## config.mk

```make
export PLATFORM = sky130hd
export DESIGN_NAME = bcd_updown_counter_flat
export DESIGN_NICKNAME = d
export VERILOG_FILES = /design/src/rtl/bcd_pkg.sv /design/src/rtl/bcd_updown_counter_if.sv /design/src/rtl/seg7_decoder.sv /design/src/rtl/bcd_updown_counter.sv /design/src/flat_wrapper.sv
export SDC_FILE = /design/constraint.sdc
export NUM_CORES = 1
export LEC_CHECK = 0
export ABC_AREA = 1
export CAP_MARGIN = 20
export CORE_MARGIN = 4
export CORE_UTILIZATION = 45
export CTS_CLUSTER_SIZE = 40
export DETAILED_ROUTE_END_ITERATION = 6
export MAX_ROUTING_LAYER = met4
export PLACE_DENSITY = 0.79
export RECOVER_POWER = 50
export SKIP_CTS_REPAIR_TIMING = 1
export SLEW_MARGIN = 20
export SYNTH_ARGS = -nofsm -noshare
export SYNTH_HDL_FRONTEND = slang
export SYNTH_SLANG_ARGS = --single-unit
```

## constraint.sdc

```tcl
create_clock -name CLOCK_50 -period 2.3 [get_ports CLOCK_50]
set_input_delay 0.46 -clock CLOCK_50 [delete_from_list [all_inputs] [get_ports CLOCK_50]]
set_output_delay 0.46 -clock CLOCK_50 [all_outputs]
set_load 0.02 [all_outputs]
```

## src/rtl/bcd_pkg.sv

```systemverilog
// Shared constants for the BCD up/down counter slice.
//   BCD_W        : bits per BCD digit
//   SEG_0..SEG_9 : active-low seven-segment patterns, bit order {g,f,e,d,c,b,a}
//   SEG_BLANK    : all segments off (used for non-decimal codes)
//   bcd_sat()    : clamps a nibble to a legal BCD digit (>9 becomes 9)
package bcd_pkg;
    localparam int BCD_W = 4;

    localparam logic [6:0] SEG_0     = 7'b1000000;
    localparam logic [6:0] SEG_1     = 7'b1111001;
    localparam logic [6:0] SEG_2     = 7'b0100100;
    localparam logic [6:0] SEG_3     = 7'b0110000;
    localparam logic [6:0] SEG_4     = 7'b0011001;
    localparam logic [6:0] SEG_5     = 7'b0010010;
    localparam logic [6:0] SEG_6     = 7'b0000010;
    localparam logic [6:0] SEG_7     = 7'b1111000;
    localparam logic [6:0] SEG_8     = 7'b0000000;
    localparam logic [6:0] SEG_9     = 7'b0010000;
    localparam logic [6:0] SEG_BLANK = 7'b1111111;

    function automatic logic [BCD_W-1:0] bcd_sat(input logic [BCD_W-1:0] d);
        return (d > 4'd9) ? 4'd9 : d;
    endfunction
endpackage

```

## src/rtl/bcd_updown_counter_if.sv

```systemverilog
// Control/status bundle of the BCD up/down counter.
//   master : drives enable, dir, oneshot, load, load_val; observes bcd, tc, done, seg
//   slave  : the counter itself
interface bcd_updown_counter_if #(
    parameter int DIGITS = 2
);
    logic                  enable;
    logic                  dir;
    logic                  oneshot;
    logic                  load;
    logic [4*DIGITS-1:0]   load_val;
    logic [4*DIGITS-1:0]   bcd;
    logic                  tc;
    logic                  done;
    logic [7*DIGITS-1:0]   seg;

    modport master (
        output enable, dir, oneshot, load, load_val,
        input  bcd, tc, done, seg
    );

    modport slave (
        input  enable, dir, oneshot, load, load_val,
        output bcd, tc, done, seg
    );
endinterface

```

## src/rtl/seg7_decoder.sv

```systemverilog
// One BCD digit to active-low seven-segment pattern {g..a}.
//   digit : 4-bit BCD code
//   seg   : segment pattern, blank for codes above 9
module seg7_decoder
    import bcd_pkg::*;
(
    input  logic [BCD_W-1:0] digit,
    output logic [6:0]       seg
);
    always_comb begin
        case (digit)
            4'd0:    seg = SEG_0;
            4'd1:    seg = SEG_1;
            4'd2:    seg = SEG_2;
            4'd3:    seg = SEG_3;
            4'd4:    seg = SEG_4;
            4'd5:    seg = SEG_5;
            4'd6:    seg = SEG_6;
            4'd7:    seg = SEG_7;
            4'd8:    seg = SEG_8;
            4'd9:    seg = SEG_9;
            default: seg = SEG_BLANK;
        endcase
    end
endmodule

```

## src/rtl/bcd_updown_counter.sv

```systemverilog
// Multi-digit BCD up/down counter with prescaler, wrap or one-shot stop,
// synchronous load and optional seven-segment output.
//   CLOCK_50 : clock, rising edge
//   reset    : asynchronous active-low reset
//   bus      : bcd_updown_counter_if.slave (enable, dir, oneshot, load,
//              load_val in; bcd, tc, done, seg out)
// Macro BCD_SEG_DECODE_EN: when defined, one seg7_decoder per digit drives
// seg; otherwise seg is tied to all-ones.
module bcd_updown_counter
    import bcd_pkg::*;
#(
    parameter int DIGITS   = 2,
    parameter int TICK_DIV = 50000000
) (
    input  logic CLOCK_50,
    input  logic reset,
    bcd_updown_counter_if.slave bus
);
    localparam int             PW   = (TICK_DIV > 1) ? $clog2(TICK_DIV) : 1;
    localparam logic [PW-1:0]  PMAX = PW'(TICK_DIV - 1);

    logic [PW-1:0]                    presc;
    logic [DIGITS-1:0][BCD_W-1:0]     cnt, cnt_nxt, ld_sat, term;
    logic                             tick, at_term, nxt_term, carry;
    logic                             tc_q, done_q;

    assign tick = bus.enable && (presc == PMAX);

    // Decimal step with ripple carry/borrow; all-9s+1 and all-0s-1 wrap naturally.
    always_comb begin
        cnt_nxt = cnt;
        carry   = 1'b1;
        for (int i = 0; i < DIGITS; i++) begin
            term[i] = bus.dir ? 4'd9 : 4'd0;
            if (carry) begin
                if (bus.dir) begin
                    if (cnt[i] == 4'd9) cnt_nxt[i] = 4'd0;
                    else begin
                        cnt_nxt[i] = cnt[i] + 4'd1;
                        carry      = 1'b0;
                    end
                end else begin
                    if (cnt[i] == 4'd0) cnt_nxt[i] = 4'd9;
                    else begin
                        cnt_nxt[i] = cnt[i] - 4'd1;
                        carry      = 1'b0;
                    end
                end
            end
        end
    end

    assign at_term  = (cnt == term);
    assign nxt_term = (cnt_nxt == term);

    for (genvar g = 0; g < DIGITS; g++) begin : g_ld
        assign ld_sat[g] = bcd_sat(bus.load_val[g*4 +: 4]);
    end

    always_ff @(posedge CLOCK_50 or negedge reset) begin
        if (!reset) begin
            presc  <= '0;
            cnt    <= '0;
            tc_q   <= 1'b0;
            done_q <= 1'b0;
        end else begin
            tc_q <= 1'b0;
            if (bus.load) begin
                cnt    <= ld_sat;
                presc  <= '0;
                done_q <= 1'b0;
            end else if (bus.enable) begin
                presc <= (presc == PMAX) ? '0 : presc + PW'(1);
                if (tick && !done_q) begin
                    if (bus.oneshot) begin
                        // Already sitting at the terminal: hold without pulsing.
                        if (!at_term) begin
                            cnt <= cnt_nxt;
                            if (nxt_term) begin
                                tc_q   <= 1'b1;
                                done_q <= 1'b1;
                            end
                        end
                    end else begin
                        cnt  <= cnt_nxt;
                        tc_q <= at_term;
                    end
                end
            end
        end
    end

    assign bus.bcd  = cnt;
    assign bus.tc   = tc_q;
    assign bus.done = done_q;

`ifdef BCD_SEG_DECODE_EN
    logic [DIGITS-1:0][6:0] seg_w;
    for (genvar g = 0; g < DIGITS; g++) begin : g_seg
        seg7_decoder u_seg (
            .digit (cnt[g]),
            .seg   (seg_w[g])
        );
    end
    assign bus.seg = seg_w;
`else
    assign bus.seg = '1;
`endif
endmodule

```

## src/flat_wrapper.sv

```systemverilog
// flat-port wrapper written by rule: the top's interface ports become plain ports
module bcd_updown_counter_flat import bcd_pkg::*;
#(
    parameter int DIGITS   = 2,
    parameter int TICK_DIV = 50000000
)
  (CLOCK_50, reset, bus_enable, bus_dir, bus_oneshot, bus_load, bus_load_val, bus_bcd, bus_tc, bus_done, bus_seg);
  bcd_updown_counter_if #(.DIGITS(DIGITS)) bus_i ();
  input  logic CLOCK_50;
  input  logic reset;
  input wire logic [$bits(bus_i.enable)-1:0] bus_enable;
  input wire logic [$bits(bus_i.dir)-1:0] bus_dir;
  input wire logic [$bits(bus_i.oneshot)-1:0] bus_oneshot;
  input wire logic [$bits(bus_i.load)-1:0] bus_load;
  input wire logic [$bits(bus_i.load_val)-1:0] bus_load_val;
  output wire logic [$bits(bus_i.bcd)-1:0] bus_bcd;
  output wire logic [$bits(bus_i.tc)-1:0] bus_tc;
  output wire logic [$bits(bus_i.done)-1:0] bus_done;
  output wire logic [$bits(bus_i.seg)-1:0] bus_seg;
  assign bus_i.enable = bus_enable;
  assign bus_i.dir = bus_dir;
  assign bus_i.oneshot = bus_oneshot;
  assign bus_i.load = bus_load;
  assign bus_i.load_val = bus_load_val;
  assign bus_bcd = bus_i.bcd;
  assign bus_tc = bus_i.tc;
  assign bus_done = bus_i.done;
  assign bus_seg = bus_i.seg;
  bcd_updown_counter #(.DIGITS(DIGITS), .TICK_DIV(TICK_DIV)) u_core (.CLOCK_50(CLOCK_50), .reset(reset), .bus(bus_i));
endmodule
```

Word level (Yosys, flattened, before mapping)
Cells that the tools add are included.

Memories kept: 0. Output and inout bits: 24. Bits in latches: 0. Bits in read-only memories: 0. Word-level logic and storage cells: 63. Flip-flop bits (word level): 36. Bits of input ports: 14. Bits in writable memories: 0.

$mul: 0. Bitwise gates (word level): 0. Reduce and logical (&&, ||, !) cells: 11. Mux-type cells: 33. $add $sub $neg: 5. Equal/unequal tests: 7. $lt $le $gt $ge: 2. Div/mod/pow operators: 0. Shift-type cells: 0.

Operator list (count): $mux W26 (3); $mux W4 (10); $mux W8 (5); $add A26 B1 Y26 const B (1); $eq A26 B26 Y1 const B (1); $eq A8 B8 Y1 (2); $mux W1 (15); $add A4 B1 Y4 const B (2); $eq A4 B4 Y1 const B (2); $gt A4 B4 Y1 const B (2); $logic_not A4 Y1 (2); $reduce_bool A2 Y1 (4); $sub A4 B1 Y4 const B (2); $reduce_and A5 Y1 (1); $ne A3 B3 Y1 const B (1); $reduce_and A3 Y1 (1); $logic_and A1 B1 Y1 (2); $ne A2 B2 Y1 const B (1); $logic_not A1 Y1 (1).

Depth between registers and ports, before layout
Gate-level depths: netlist of run 1.

Depth in word-level cells: 11. Gate-level depth with buffers: 12. Mapped depth without buffers: 11.

Least setup slack after synthesis of run 1
No wires, ideal clock.

Kind: register -> register. Start: register u_core.presc[0]. End: register u_core.cnt, in the netlist u_core.bus.bcd[7]. Arrival time: 1550 ps. Setup time: 125 ps. Setup slack: 625 ps. Stages on the path, launching flop included: 10. Required time: 2175 ps. Path through: dfrtp_1 > ha_1 > nand3_2 > nor2_4 > nand2_2 > nor2_2 > nand4_2 > o21ai_4 > buf_6 > o21ai_1.

Word-level cells in the longest chain between the ends: 5.

Ends and longest elaborated chain: from (decl) (RTL line bcd_updown_counter.sv:22) `logic [PW-1:0] presc;`; from (signal assigned) (RTL line bcd_updown_counter.sv:73) `presc <= (presc == PMAX) ? '0 : presc + PW'(1);`; $eq A26 B26 Y1 (RTL line bcd_updown_counter.sv:27) `assign tick = bus.enable && (presc == PMAX);`; $logic_and A1 B1 Y1 (RTL line bcd_updown_counter.sv:27); $logic_and A1 B1 Y1 (RTL line bcd_updown_counter.sv:74) `if (tick && !done_q) begin`; $reduce_bool A2 Y1 (no line); $reduce_and A3 Y1 (no line); to (signal assigned) (RTL line bcd_updown_counter.sv:69) `cnt <= ld_sat;`; to (signal assigned) (RTL line bcd_updown_counter.sv:78) `cnt <= cnt_nxt;`; to (signal assigned) (RTL line bcd_updown_counter.sv:85) `cnt <= cnt_nxt;`; to (decl) (RTL line bcd_updown_counter.sv:23) `logic [DIGITS-1:0][BCD_W-1:0] cnt, cnt_nxt, ld_sat, term;`.

Every way passes these cells. A chain may end at the register's enable or synchronous reset.

Worst setup path in the final report of run 1
Start: register u_core.presc[0]. End: register u_core.cnt, in the netlist u_core.bus.bcd[4].

The elaborated chain is that of the path after synthesis.

==> results of run 1 <==
metal layers:
metal	global-route usage [%]	vias up
li1	-	1313
met1	23.7	1162
met2	28.9	103
met3	3.40	14
met4	7.19	0
met5	-	-
worst paths after layout:
| path | from | end | slack (ps) | cells past startpoint |
|---|---|---|---|---|
| hold reg to reg | u_core.presc[23]$_DFFE_PN0P_ | u_core.presc[23]$_DFFE_PN0P_ | 500 | 1 |
| setup / recovery | u_core.presc[0]$_DFFE_PN0P_ | u_core.bus.bcd[4]$_DFFE_PN0P_ | 190 | 10 |
| hold / removal | reset | u_core.presc[2]$_DFFE_PN0P_ | 270 | 1 |
| max in group asynchronous | reset | u_core.presc[19]$_DFFE_PN0P_ | 1490 | 1 |
| setup reg to reg | u_core.presc[0]$_DFFE_PN0P_ | u_core.bus.bcd[4]$_DFFE_PN0P_ | 190 | 10 |
| min in group CLOCK_50 | u_core.presc[23]$_DFFE_PN0P_ | u_core.presc[23]$_DFFE_PN0P_ | 500 | 1 |
registers in the layout, indices dropped and copies added, names as in the netlist:
register         cells
u_core.presc        26
u_core.bus.tc        1
u_core.bus.bcd       8
u_core.bus.done      1
report_power, final:
group          switching (uW)  leakage [uW]  total (uW)  internal [uW]
clock                     224     0.0000552         545            321
sequential               49.3      0.000489         706            657
combinational             276      0.000875         434            158
stage by stage:
| stage | instances | power (uW) |
|---|---|---|
| 2_1_floorplan | 406 | 1020 |
| 3_3_place_gp | 488 | 1140 |
| 3_5_place_dp | 488 | 1150 |
| 4_1_cts | 496 | 1700 |
| 5_1_grt | 496 | 1790 |
| 6_report | 496 | 1690 |
worst max-delay path, stage by stage (launching register included):
cell	delay, ps
dfrtp_1	430
ha_1	220
nand3_1	160
nor2_4	140
nand2_2	110
nor2_2	140
nand4_2	160
o21ai_4	330
nand3_1	120
o21ai_0	110
nand2_1	70
layout by cell type (no fill, tap or decap), types with 4 or more instances in the layout:
| cell type | synthesis | layout |
|---|---|---|
| nor3_1 | 14 | 14 |
| inv_2 | 7 | 7 |
| nor2_4 | 4 | 4 |
| clkbuf_8 | 0 | 5 |
| nor2_1 | 37 | 37 |
| buf_4 | 14 | 6 |
| clkdlybuf4s50_1 | 0 | 21 |
| nand3_1 | 40 | 41 |
| inv_1 | 39 | 39 |
| nor2_2 | 5 | 5 |
| xor2_1 | 6 | 6 |
| dfrtp_1 | 36 | 36 |
| conb_1 | 1 | 14 |
| nand2_1 | 102 | 102 |
| o21ai_0 | 17 | 17 |
| o21ai_2 | 5 | 5 |
| nand2_2 | 8 | 8 |
| nand4_1 | 6 | 6 |
| a21oi_1 | 18 | 18 |
| o21ai_1 | 4 | 4 |
layout make-up:
type / count / share of cell area (%)
inverters: 47 / 5.76
clock buffers: 6 / 2.37
clock inverters: 2 / 1.14
well taps: 72 / 2.94
flip-flops and latches: 36 / 29.4
repair buffers: 29 / 8.82
multi-input cells: 304 / 49.6
logic make-up after synthesis:
group | after synthesis | share of synthesized area [%]
AO/OA/AOI/OAI | 56 | 12.5
XOR/XNOR | 6 | 1.96
adder cells (fa/ha/maj) | 1 | 0.466
buffers and inverters | 66 | 11.6
flip-flops | 36 | 33.6
other | 1 | 0.140
AND/OR/NAND/NOR | 227 | 39.8
==> results.toml, run 1 <==
[run_status]
status = "complete, no violations"

[critical_path]
cp-start-kind = "register"
worstPathRequired_ps = 2480
critical_path_arrival_ps = 2290
critical_path.endpoint_type = "register"
worstSetupPathType = "register to register"
critPathMaxFanout = 13

[clock_tree]
clk_latency_ps = 300
cts-buffers-inserted = 5
clock_sinks = 36
clockRootBuffer = "clkbuf_8"
cts.path.max_buffers = 2
clk_pin_slew_ps = 70
cts_max_level = 2
cts_tree = "done"

[flow_run]
maxCapViolations = 0

[place]
io_buffers = 23
dp_hpwl_um = 4810
dpl_cell_area_mm2 = 0.00296
gp_congestion = 1.00
pre_cts_ws_ps = 50.1

[finish]
final_nets = 438
drive_above_1_share_pct = 12.0
fill_cells = 547
final_util_pct = 54.3
n_antenna_cell = 0
register_area_um2 = 901
syn2layout_area_growth_pct = 14.1
multi_input_area_mm2 = 0.00152
stdcell_area_mm2 = 0.00306

[routing]
antenna_left = 0
top_layer = "met4"
wl_met3_um = 364
drt-initial-drc-count = 128
drt_first_pass_iters = 4
via_per_inst = 5.23
totalWireLength_um = 6270
routedWlPerCell_um = 12.6
drc = 0
dr_wl_met2_um = 2930
drt-met1-wl_um = 2850
vias = 2592

[floorplanning]
fp.dieH_um = 85.2
dieArea_mm2 = 0.00727
io_pins = 38
die_w_um = 85.2
core-area_mm2 = 0.00564
rows = 27
initial_core_util_pct = 47.6

[min_path]
worstHoldPathType = "input port to asynchronous set/reset pin"

[power_and_ir_drop]
p_leak_uw = 0.00142
pwr_density_cell_mw_per_mm2 = 550
vdd_drop_max_v = 0.000432

[grt]
grt_pass1_wl_um = 10700
antenna_found_initial = 0
grt-ovfl-total = 0
grtUsageTotal_pct = 18.5
grt_pass1_vias = 2442
grt_max_degree = 37

[logic_synthesis]
synth_seq_area_share_pct = 33.6
synth_seq_cells = 36
ys_top_cells_by_area = "dfrtp_1 34%, nand2_1 14%, nand3_1 7.5%, inv_1 5.5%, nor2_1 5.2%"
syn-cell-area_mm2 = 0.00269
syn_inst = 393
syn_avg_cell_area_um2 = 6.83
ys_types = 39
synth_most_common_cell = "nand2_1"
synth_ff_type = "dfrtp_1"
synthArstFlopShare_pct = 100
yosys.area.top_type = "dfrtp_1"
netlist_top_cells_count = "102 x nand2_1, 40 x nand3_1, 39 x inv_1"
synth_edf_count = 0
synth.top_cell.area_share_pct = 33.6
synth-warning-count = 0

[sta]
drv_slew = 0
hold_viol_final = 0
tns_ps = 0
rsz0062_at_grt = "no"
max_slew_margin_pct = 42.1
fmax_mhz = 475
tightest_slew_ps = 868
period_share_pct = 91.6
layout_setup_ws_ps = 194
finalCriticalPeriod_ps = 2110
holdWs_ps = 269
worst_clock_skew_ps = 5.60
setup-violations-final = 0
Note: power is estimated with default switching activity, not from simulation.
==> inputs of run 2 (changes only) <==
Settings changed: CAP_MARGIN 20 to 15.
==> results of run 2 <==
No change in the layout: final DEF, timing and power equal those of run 1.
==> inputs of run 3 (changes only) <==
Settings changed: CORE_UTILIZATION 45 to 30, PLACE_DENSITY 0.79 to 0.6, SKIP_CTS_REPAIR_TIMING 1 to unset, TNS_END_PERCENT set to 5.
==> results.toml, run 3 (synthesized netlist as in run 1, its figures left out) <==
[power_and_ir_drop]
pwr-share-seq_pct = 43.9
intPower_uw = 1070
pwr_density_cell_mw_per_mm2 = 512
clkPwrFrac_pct = 28.5
vdd_drop_max_v = 0.000252
p_sw_uw = 546
comb_power_share_pct = 27.6
switching_share_pct = 33.9
p_leak_uw = 0.00145

[floorplanning]
rows = 34
dieArea_mm2 = 0.0105
fp.dieH_um = 103
die_w_um = 103
core-area_mm2 = 0.00872
io_pins = 38
initial_core_util_pct = 30.8

[grt]
grt-ovfl-total = 0
grt_pass1_wl_um = 11700
grtUsageTotal_pct = 14.2
antenna_found_initial = 0
grt_max_degree = 37
grt_pass1_vias = 2550

[critical_path]
critical_path_arrival_ps = 2180
critical_path.endpoint_type = "register"
critPathMaxFanout = 6
cp-start-kind = "register"
worstSetupPathType = "register to register"
worstPathRequired_ps = 2470
reg2reg_slack_ps = 300

[finish]
drive_above_1_share_pct = 13.5
fill_cells = 934
stdcell_area_mm2 = 0.00315
syn2layout_area_growth_pct = 17.2
final_nets = 445
stdcell_count = 539
largest_reg_flops = 26
n_antenna_cell = 0
final_common_cell = "nand2_1"
regMostFlops = "u_core.presc"
final_cell_mix = "102 x nand2_1, 40 x nand3_1, 39 x inv_1"

[place]
gp_congestion = 0.874
io_buffers = 23
dpl_cell_area_mm2 = 0.00304
pre_cts_ws_ps = 39.1
dp_hpwl_um = 5120
dp.cells = 528

[clock_tree]
cts_tree = "done"
clk_latency_ps = 290
cts-buffers-inserted = 5
clockRootBuffer = "clkbuf_8"
cts.path.max_buffers = 2
clock_sinks = 36
cts_hold_buf = 0
cts_max_level = 2
clk_pin_slew_ps = 70

[sta]
fmax_mhz = 500
layout_setup_ws_ps = 300
max_slew_margin_pct = 39.8
finalCriticalPeriod_ps = 2000
hold_viol_final = 0
drv_slew = 0
setup-violations-final = 0
rsz0062_at_grt = "no"
worst_clock_skew_ps = 4.81
tightest_slew_ps = 903
tns_ps = 0
period_share_pct = 87.0

[run_status]
status = "complete, no violations"

[routing]
drc = 0
routedWlPerCell_um = 12.3
vias = 2630
antenna_left = 0
drt_first_pass_iters = 4
via_per_inst = 4.88
totalWireLength_um = 6640
drt-initial-drc-count = 146

[flow_run]
maxCapViolations = 0

[min_path]
worstHoldPathType = "input port to asynchronous set/reset pin"
-- run 3: critical path, stage by stage, from the launching register on --
cell	delay (ps)
dfrtp_1	410
ha_1	230
nand3_2	120
nor2_4	130
nand2_2	100
nor2_2	140
nand4_2	170
o21ai_4	220
buf_4	170
buf_4	130
o21ai_1	60
-- run 3: layer usage --
layer  track usage [%]  share of wire, %
met2              22.0                46
met4              4.64               1.9
met3              2.17               4.6
met1              18.9                47
met5                 -                 0
-- run 3: power by group through the flow --
stage	clock (uW)	sequential [uW]	combinational [uW]
floorplan	0	726	291
global placement	0	719	438
detailed placement	0	716	441
CTS	480	708	441
global route	511	717	507
finish	460	708	445
-- run 3: final cells by class --
class | instances | area (um2) | area share, %
multi-input cells | 304 | 1520 | 48.4
flip-flops and latches | 36 | 901 | 28.6
repair buffers | 36 | 323 | 10.3
inverters | 47 | 176 | 5.60
well taps | 108 | 135 | 4.29
clock buffers | 8 | 90.1 | 2.86
-- run 3: worst paths after layout --
| path | startpoint | endpoint | cells past startpoint |
|---|---|---|---|
| min in group CLOCK_50 | u_core.presc[23]$_DFFE_PN0P_ | u_core.presc[23]$_DFFE_PN0P_ | 1 |
| max reg2reg | u_core.presc[0]$_DFFE_PN0P_ | u_core.bus.bcd[2]$_DFFE_PN0P_ | 10 |
| min reg2reg | u_core.presc[23]$_DFFE_PN0P_ | u_core.presc[23]$_DFFE_PN0P_ | 1 |
| max | u_core.presc[0]$_DFFE_PN0P_ | u_core.bus.bcd[2]$_DFFE_PN0P_ | 10 |
| max in group asynchronous | reset | u_core.bus.bcd[7]$_DFFE_PN0P_ | 1 |
| min | reset | u_core.presc[2]$_DFFE_PN0P_ | 1 |
-- run 3: repair_timing --
item,4_1_cts,5_1_grt
setup buffers,0,3
setup endpoints to repair,0,1
endpoints found under the hold margin,0,0
resized for setup,0,0
-- run 3: stage by stage --
stage                     power, uW  hold WS (ps)  utilization, %
final                          1610           295            36.1
after detailed placement       1160           497            34.8
after floorplan                1020           164               -
after CTS                      1630           294            35.8
after global routing           1740           368            36.1
after global placement         1160           488            34.8
